==> src/rtl/tx_corr_pkg.sv <==
// Shared definitions for the tx_frontend correction scheduler: channel indices,
// control register offset, scheduler states and the round-robin pick helper.
package tx_corr_pkg;

    localparam int NUM_CH = 4;

    localparam logic [1:0] CH_IDCO  = 2'd0;
    localparam logic [1:0] CH_QDCO  = 2'd1;
    localparam logic [1:0] CH_MAG   = 2'd2;
    localparam logic [1:0] CH_PHASE = 2'd3;

    localparam logic [7:0] CTRL_OFS = 8'd6;

    typedef enum logic [1:0] {
        IDLE  = 2'd0,
        SCAN  = 2'd1,
        ISSUE = 2'd2
    } corr_state_t;

    // Magnitude and phase use the narrower correction width; DC offsets use the wide one.
    function automatic logic isCorrCh(input logic [1:0] ch);
        case (ch)
            CH_IDCO, CH_QDCO: isCorrCh = 1'b0;
            CH_MAG, CH_PHASE: isCorrCh = 1'b1;
            default:          isCorrCh = 1'b0;
        endcase
    endfunction

    // First pending channel at or after ptr, wrapping 3 -> 0.
    function automatic logic [1:0] rrPick(input logic [NUM_CH-1:0] pend, input logic [1:0] ptr);
        logic [1:0] idx;
        logic       found;
        rrPick = ptr;
        found  = 1'b0;
        for (int i = 0; i < NUM_CH; i++) begin
            idx = ptr + 2'(i);
            if (!found && pend[idx]) begin
                rrPick = idx;
                found  = 1'b1;
            end
        end
    endfunction

endpackage

==> src/rtl/tx_corr_sched_if.sv <==
// Settings-bus bundle: host-side write port in, downstream write port and busy flag out.
interface tx_corr_sched_if;

    logic        in_stb;
    logic [7:0]  in_addr;
    logic [31:0] in_data;
    logic        out_stb;
    logic [7:0]  out_addr;
    logic [31:0] out_data;
    logic        busy;

    modport master (
        output in_stb, in_addr, in_data,
        input  out_stb, out_addr, out_data, busy
    );

    modport slave (
        input  in_stb, in_addr, in_data,
        output out_stb, out_addr, out_data, busy
    );

endinterface

==> src/rtl/tx_corr_step.sv <==
// Next value for one correction channel: move current toward target by at most
// step, landing exactly on target (step of zero means jump straight there).
module tx_corr_step #(
    parameter int DCO_W = 24
) (
    input  logic signed [DCO_W:0] i_current,
    input  logic signed [DCO_W:0] i_target,
    input  logic [15:0]           i_step,
    output logic signed [DCO_W:0] o_next
);

    logic signed [DCO_W:0] w_diff;
    logic        [DCO_W:0] w_absDiff;
    logic        [DCO_W:0] w_stepExt;

    // Operands stay inside the channel width, so the difference cannot overflow DCO_W+1 bits.
    always_comb begin
        w_diff    = i_target - i_current;
        w_absDiff = w_diff[DCO_W] ? -w_diff : w_diff;
        w_stepExt = {{(DCO_W + 1 - 16){1'b0}}, i_step};
        if (i_step == 16'd0 || w_absDiff <= w_stepExt) begin
            o_next = i_target;
        end else if (w_diff[DCO_W]) begin
            o_next = i_current - signed'(w_stepExt);
        end else begin
            o_next = i_current + signed'(w_stepExt);
        end
    end

endmodule

==> src/rtl/tx_corr_sched.sv <==
// Correction-register scheduler in front of tx_frontend. Ramping (tick counter and
// step size) is built only when TX_CORR_RAMP_EN is defined; otherwise each target write jumps.
module tx_corr_sched
    import tx_corr_pkg::*;
#(
    parameter logic [7:0] BASE   = 8'd0,
    parameter int         DCO_W  = 24,
    parameter int         CORR_W = 18
) (
    input  logic           clk,
    input  logic           rst,
    tx_corr_sched_if.slave bus
);

    localparam int VW = DCO_W + 1;
    typedef logic signed [VW-1:0] val_t;

    val_t              r_target  [NUM_CH];
    val_t              r_current [NUM_CH];
    logic [NUM_CH-1:0] r_pending;
    logic [1:0]        r_ptr;
    logic [1:0]        r_sel;
    corr_state_t       r_state;
    logic              r_outStb;
    logic [7:0]        r_outAddr;
    logic [31:0]       r_outData;
    logic              r_busy;

    logic [7:0]        w_ofs;
    logic              w_isCorr;
    logic              w_isCtrl;
    logic              w_fwd;
    logic              w_fire;
    val_t              w_hostVal;
    val_t              w_next;
    val_t              w_curNext [NUM_CH];
    val_t              w_tgtNext [NUM_CH];
    logic [NUM_CH-1:0] w_pendNext;
    logic              w_busyNext;
    logic [15:0]       w_step;

`ifdef TX_CORR_RAMP_EN
    logic [15:0] r_interval;
    logic [15:0] r_step;
    logic [15:0] r_tickCnt;
    logic        w_tick;

    assign w_tick = (r_tickCnt == r_interval);
    assign w_step = r_step;

    // A control write restarts the tick phase so the new interval starts cleanly.
    always_ff @(posedge clk or negedge rst) begin
        if (!rst) begin
            r_interval <= 16'd0;
            r_step     <= 16'd0;
            r_tickCnt  <= 16'd0;
        end else if (w_isCtrl) begin
            r_interval <= bus.in_data[15:0];
            r_step     <= bus.in_data[31:16];
            r_tickCnt  <= 16'd0;
        end else if (w_tick) begin
            r_tickCnt  <= 16'd0;
        end else begin
            r_tickCnt  <= r_tickCnt + 16'd1;
        end
    end
`else
    assign w_step = 16'd0;
`endif

    assign w_ofs    = bus.in_addr - BASE;
    assign w_isCorr = bus.in_stb && (w_ofs < 8'd4);
    assign w_isCtrl = bus.in_stb && (w_ofs == CTRL_OFS);
    assign w_fwd    = bus.in_stb && !w_isCorr && !w_isCtrl;
    assign w_fire   = (r_state == ISSUE) && !bus.in_stb;

    assign w_hostVal = isCorrCh(w_ofs[1:0])
        ? {{(VW - CORR_W){bus.in_data[CORR_W-1]}}, bus.in_data[CORR_W-1:0]}
        : {bus.in_data[DCO_W-1], bus.in_data[DCO_W-1:0]};

    tx_corr_step #(.DCO_W(DCO_W)) u_step (
        .i_current (r_current[r_sel]),
        .i_target  (r_target[r_sel]),
        .i_step    (w_step),
        .o_next    (w_next)
    );

    // Pending evaluation uses the post-write current so a finishing channel is not re-armed.
    always_comb begin
        w_pendNext = r_pending;
        w_busyNext = 1'b0;
        for (int c = 0; c < NUM_CH; c++) begin
            w_curNext[c] = (w_fire && r_sel == 2'(c)) ? w_next : r_current[c];
            w_tgtNext[c] = (w_isCorr && w_ofs[1:0] == 2'(c)) ? w_hostVal : r_target[c];
            if (w_curNext[c] != w_tgtNext[c]) begin
                w_busyNext = 1'b1;
            end
        end
        if (w_fire) begin
            w_pendNext[r_sel] = 1'b0;
        end
`ifdef TX_CORR_RAMP_EN
        if (w_tick) begin
            for (int c = 0; c < NUM_CH; c++) begin
                if (w_curNext[c] != r_target[c]) begin
                    w_pendNext[c] = 1'b1;
                end
            end
        end
`else
        if (w_isCorr) begin
            w_pendNext[w_ofs[1:0]] = 1'b1;
        end
`endif
    end

    always_ff @(posedge clk or negedge rst) begin
        if (!rst) begin
            r_state   <= IDLE;
            r_sel     <= 2'd0;
            r_ptr     <= 2'd0;
            r_pending <= '0;
            r_outStb  <= 1'b0;
            r_outAddr <= 8'd0;
            r_outData <= 32'd0;
            r_busy    <= 1'b0;
            for (int c = 0; c < NUM_CH; c++) begin
                r_target[c]  <= '0;
                r_current[c] <= '0;
            end
        end else begin
            r_pending <= w_pendNext;
            r_busy    <= w_busyNext;
            for (int c = 0; c < NUM_CH; c++) begin
                r_target[c]  <= w_tgtNext[c];
                r_current[c] <= w_curNext[c];
            end

            r_outStb <= 1'b0;
            if (w_fwd) begin
                r_outStb  <= 1'b1;
                r_outAddr <= bus.in_addr;
                r_outData <= bus.in_data;
            end else if (w_fire) begin
                r_outStb  <= 1'b1;
                r_outAddr <= BASE + {6'd0, r_sel};
                r_outData <= {{(32 - VW){w_next[VW-1]}}, w_next};
            end

            // Host traffic always wins: ISSUE only completes in a cycle without a host strobe.
            case (r_state)
                IDLE: begin
                    if (|r_pending) begin
                        r_state <= SCAN;
                    end
                end
                SCAN: begin
                    r_sel   <= rrPick(r_pending, r_ptr);
                    r_state <= ISSUE;
                end
                ISSUE: begin
                    if (w_fire) begin
                        r_ptr   <= r_sel + 2'd1;
                        r_state <= (|w_pendNext) ? SCAN : IDLE;
                    end
                end
                default: r_state <= IDLE;
            endcase
        end
    end

    assign bus.out_stb  = r_outStb;
    assign bus.out_addr = r_outAddr;
    assign bus.out_data = r_outData;
    assign bus.busy     = r_busy;

endmodule
==> src/flat_wrapper.sv <==
// flat-port wrapper written by rule: the top's interface ports become plain ports
module tx_corr_sched_flat import tx_corr_pkg::*;
#(
    parameter logic [7:0] BASE   = 8'd0,
    parameter int         DCO_W  = 24,
    parameter int         CORR_W = 18
)
  (clk, rst, bus_in_stb, bus_in_addr, bus_in_data, bus_out_stb, bus_out_addr, bus_out_data, bus_busy);
  tx_corr_sched_if bus_i ();
  input  logic clk;
  input  logic rst;
  input wire logic [$bits(bus_i.in_stb)-1:0] bus_in_stb;
  input wire logic [$bits(bus_i.in_addr)-1:0] bus_in_addr;
  input wire logic [$bits(bus_i.in_data)-1:0] bus_in_data;
  output wire logic [$bits(bus_i.out_stb)-1:0] bus_out_stb;
  output wire logic [$bits(bus_i.out_addr)-1:0] bus_out_addr;
  output wire logic [$bits(bus_i.out_data)-1:0] bus_out_data;
  output wire logic [$bits(bus_i.busy)-1:0] bus_busy;
  assign bus_i.in_stb = bus_in_stb;
  assign bus_i.in_addr = bus_in_addr;
  assign bus_i.in_data = bus_in_data;
  assign bus_out_stb = bus_i.out_stb;
  assign bus_out_addr = bus_i.out_addr;
  assign bus_out_data = bus_i.out_data;
  assign bus_busy = bus_i.busy;
  tx_corr_sched #(.BASE(BASE), .DCO_W(DCO_W), .CORR_W(CORR_W)) u_core (.clk(clk), .rst(rst), .bus(bus_i));
endmodule
==> config.mk <==
export PLATFORM = sky130hd
export DESIGN_NAME = tx_corr_sched_flat
export DESIGN_NICKNAME = d
export VERILOG_FILES = /design/src/rtl/tx_corr_pkg.sv /design/src/rtl/tx_corr_sched_if.sv /design/src/rtl/tx_corr_step.sv /design/src/rtl/tx_corr_sched.sv /design/src/flat_wrapper.sv
export SDC_FILE = /design/constraint.sdc
export NUM_CORES = 1
export LEC_CHECK = 0
export CAP_MARGIN = 0
export CELL_PAD_IN_SITES_DETAIL_PLACEMENT = 0
export CELL_PAD_IN_SITES_GLOBAL_PLACEMENT = 1
export CORE_MARGIN = 2
export CORE_UTILIZATION = 54
export CTS_BUF_LIST = sky130_fd_sc_hd__clkbuf_4 sky130_fd_sc_hd__clkbuf_8
export CTS_CLUSTER_SIZE = 30
export DETAILED_ROUTE_END_ITERATION = 12
export PLACE_DENSITY_LB_ADDON = 0.1
export SYNTH_ARGS = -nofsm -noshare
export SYNTH_HDL_FRONTEND = slang
export SYNTH_HIERARCHICAL = 1
export SYNTH_SLANG_ARGS = --single-unit
==> constraint.sdc <==
create_clock -name clk -period 8.31 [get_ports clk]
set_input_delay 2.0775 -clock clk [delete_from_list [all_inputs] [get_ports clk]]
set_output_delay 2.0775 -clock clk [all_outputs]
set_load 0.02 [all_outputs]
==> flow_metrics.env <==
export IMPL_outcome="completed"
export IMPL_coreArea_sq_um=32540
export IMPL_final_nets=2045
export IMPL_drv_cap=0
export IMPL_die_width_um=185.5
export IMPL_yosys_cell_types_count=83
export IMPL_cp_max_fo=59
export IMPL_cts_tree="built"
export IMPL_endpoint_kind="flip-flop"
export IMPL_grt_overflow=0
export IMPL_fp_dieH_um=185.5
export IMPL_via_per_inst=6.646
export IMPL_worst_slew_pin_transition_ns=1.072
export IMPL_drt_iter0_drc=1676
export IMPL_crit_family="simple AND/OR/NAND/NOR gates"
export IMPL_min_period_over_period_pct=70.71
export IMPL_slew_viol_final=0
export IMPL_cts_setup_buffers=0
export IMPL_synth_edf_count=0
export IMPL_clock_sinks=252
export IMPL_clk_latency_ns=0.57
export IMPL_hold_viol=0
export IMPL_numCtsBuffers=41
export IMPL_ys_seq_area_share_pct=35.43
export IMPL_ant_nets=0
export IMPL_grt_pass1_wl_mm=89.88
export IMPL_synthCells=1848
export IMPL_slew_headroom_pct=28.38
export IMPL_arrival_ns=6.30
export IMPL_wl_per_cell_um=24.75
export IMPL_first_global_vias=15215
export IMPL_setup_tns_ns=0
export IMPL_async_flop_share_pct=100.0
export IMPL_clkTransAtPathRegs_ns=0.07
export IMPL_crit_buf_inv=2
export IMPL_setup_viol_count_final=0
export IMPL_grt_antenna_before_repair=0
export IMPL_dp_hpwl_mm=41.68
export IMPL_avgSynthCellArea_sq_um=9.630
export IMPL_drc=0
export IMPL_initial_utilization_pct=54.70
export IMPL_max_clock_freq_mhz=170.2
export IMPL_critPathLaunchType="input pin"
export IMPL_layout_drive_gt1_share_pct=15.99
export IMPL_cts_root_buf="clkbuf_8"
export IMPL_io_pins=85
export IMPL_worst_path_max_delay_cell="clkdlybuf4s50_1"
export IMPL_num_vias=15950
export IMPL_diodes=0
export IMPL_worst_endpoint_required_ns=8.73
export IMPL_row_count=66
export IMPL_cts_hold_buf=0
export IMPL_cpPeakStageDelay_ns=0.95
export IMPL_grt_use_total_pct=34.54
export IMPL_drt_pass1_iterations=7
export IMPL_gp_congestion=0.9597
export IMPL_finalClockSkew_ns=0.02196
export IMPL_portBuffers=84
export IMPL_die_area_sq_um=34430
export IMPL_syn_area_sq_um=17800
export IMPL_period_needed_ns=5.876
export IMPL_synth_flop_cell="dfrtp_1"
export IMPL_yosysWarnings=6
export IMPL_rsz0062_at_grt="false"
export IMPL_grt_max_degree=129
export IMPL_wl_mm=59.41
export IMPL_htree_levels=2
export IMPL_area_growth_pct=12.90
export IMPL_cts_buffer_depth=3
export IMPL_ys_seq_elements=252
export IMPL_hold_path_class="flip-flop to flip-flop"
export IMPL_criticalPathCategory="input pin to flip-flop"
export IMPL_cts_repair_resized=0
export IMPL_crit_chain="clkdlybuf4s50_1, or4b_4, buf_4, o31ai_1, a21oi_1, nor4_1, nand4_1, nor4_1, nand4_1"
==> cells in the mapped netlist, drive strengths merged, types with 50 or more instances <==
master | count | area [sq um]
and3 | 95 | 599.3
nor4 | 61 | 412.9
nand2 | 192 | 720.7
o31ai | 89 | 668.1
nand4 | 105 | 656.9
inv | 77 | 289.0
a21oi | 145 | 752.0
dfrtp | 252 | 6306
clkbuf | 67 | 251.5
mux4 | 50 | 1126
mux2 | 118 | 1396
ha | 70 | 875.8
xnor2 | 53 | 464.2
nor2 | 57 | 216.5
==> metrics by stage <==
stage / cells / cell area (sq um) / util, % / worst slack [ns] / hold WS [ns]
6_report: 2400 / 20090 / 61.76 / 2.434 / 0.4740
5_1_grt: 2400 / 20090 / 61.76 / 2.312 / 0.4966
4_1_cts: 2400 / 20090 / 61.76 / 2.594 / 0.4776
3_5_place_dp: 2329 / 19180 / 58.94 / 2.000 / 0.4657
3_3_place_gp: 2329 / 19180 / 58.94 / 2.019 / 0.4567
2_1_floorplan: 1896 / 17980 / - / 4.052 / 0.4781
==> tightest hold or removal path: stages (launching register included) <==
cell and delay [ns]:
dfrtp_1 0.34, nand2_1 0.05, nand2_1 0.06
==> sequential cells by signal, indices dropped and copies added (netlist names) <==
signal,cells
u_core/r_current,100
u_core/bus.busy,1
u_core/bus.out_stb,1
u_core/r_state,2
u_core/r_sel,2
u_core/r_pending,4
u_core/r_target,100
u_core/r_ptr,2
u_core/bus.out_data,32
u_core/bus.out_addr,8
==> worst paths after layout <==
path / from / to / slack [ns] / cells past startpoint
setup / recovery: bus_in_stb / u_core/bus.busy / 2.43 / 9
hold / removal: u_core/bus.out_data[11] / u_core/bus.out_data[11] / 0.47 / 2
setup reg to reg: u_core/r_sel[0] / u_core/bus.busy / 3.81 / 9
hold reg to reg: u_core/bus.out_data[11] / u_core/bus.out_data[11] / 0.47 / 2
max in group asynchronous: rst / u_core/r_sel[1] / 5.43 / 2
min in group asynchronous: rst / u_core/bus.out_data[28] / 1.56 / 1
==> per-layer routing <==
| metal | GRT usage, % | wire, um | up-vias |
|---|---|---|---|
| li1 | - | - | 7144 |
| met1 | 45.83 | 24130 | 7846 |
| met2 | 56.54 | 27790 | 821 |
| met3 | 5.694 | 5181 | 139 |
| met4 | 14.05 | 2305 | 0 |
| met5 | 0 | 0 | - |
==> area by class of cell <==
class,instances,area (sq um)
clock buffers,62,759.5
clock inverters,9,155.1
fillers,2821,12440
inverters,77,289.0
multi-input cells,1452,10970
flip-flops and latches,252,6314
well taps,442,553.0
repair buffers,106,1049
==> cells by family after synthesis <==
family                   after synthesis  synth area share (%)
other                                  1               0.02107
XOR/XNOR                              74                 3.642
flip-flops                           252                 35.43
adder cells (fa/ha/maj)               72                 5.146
buffers and inverters                192                 4.485
AND/OR/NAND/NOR                      622                 18.78
AO/OA/AOI/OAI                        446                 17.14
multiplexers                         189                 15.35
==> placed cells by master (no fill, tap or decap), types with 47 or more instances in the layout <==
master	Yosys	layout
dfrtp_1	252	250
nand2_1	192	192
a21oi_1	142	141
nand4_1	105	105
mux2_2	100	100
and3_1	94	94
o31ai_1	89	89
clkdlybuf4s50_1	0	83
inv_1	77	77
ha_1	70	70
nor4_1	56	56
nor2_1	56	54
xnor2_1	53	53
mux4_2	50	50
conb_1	1	49
clkbuf_8	0	47
Power is left out: the tool's default activity adds up to more than one toggle a clock period on the data nets, which glitch-free logic cannot reach.
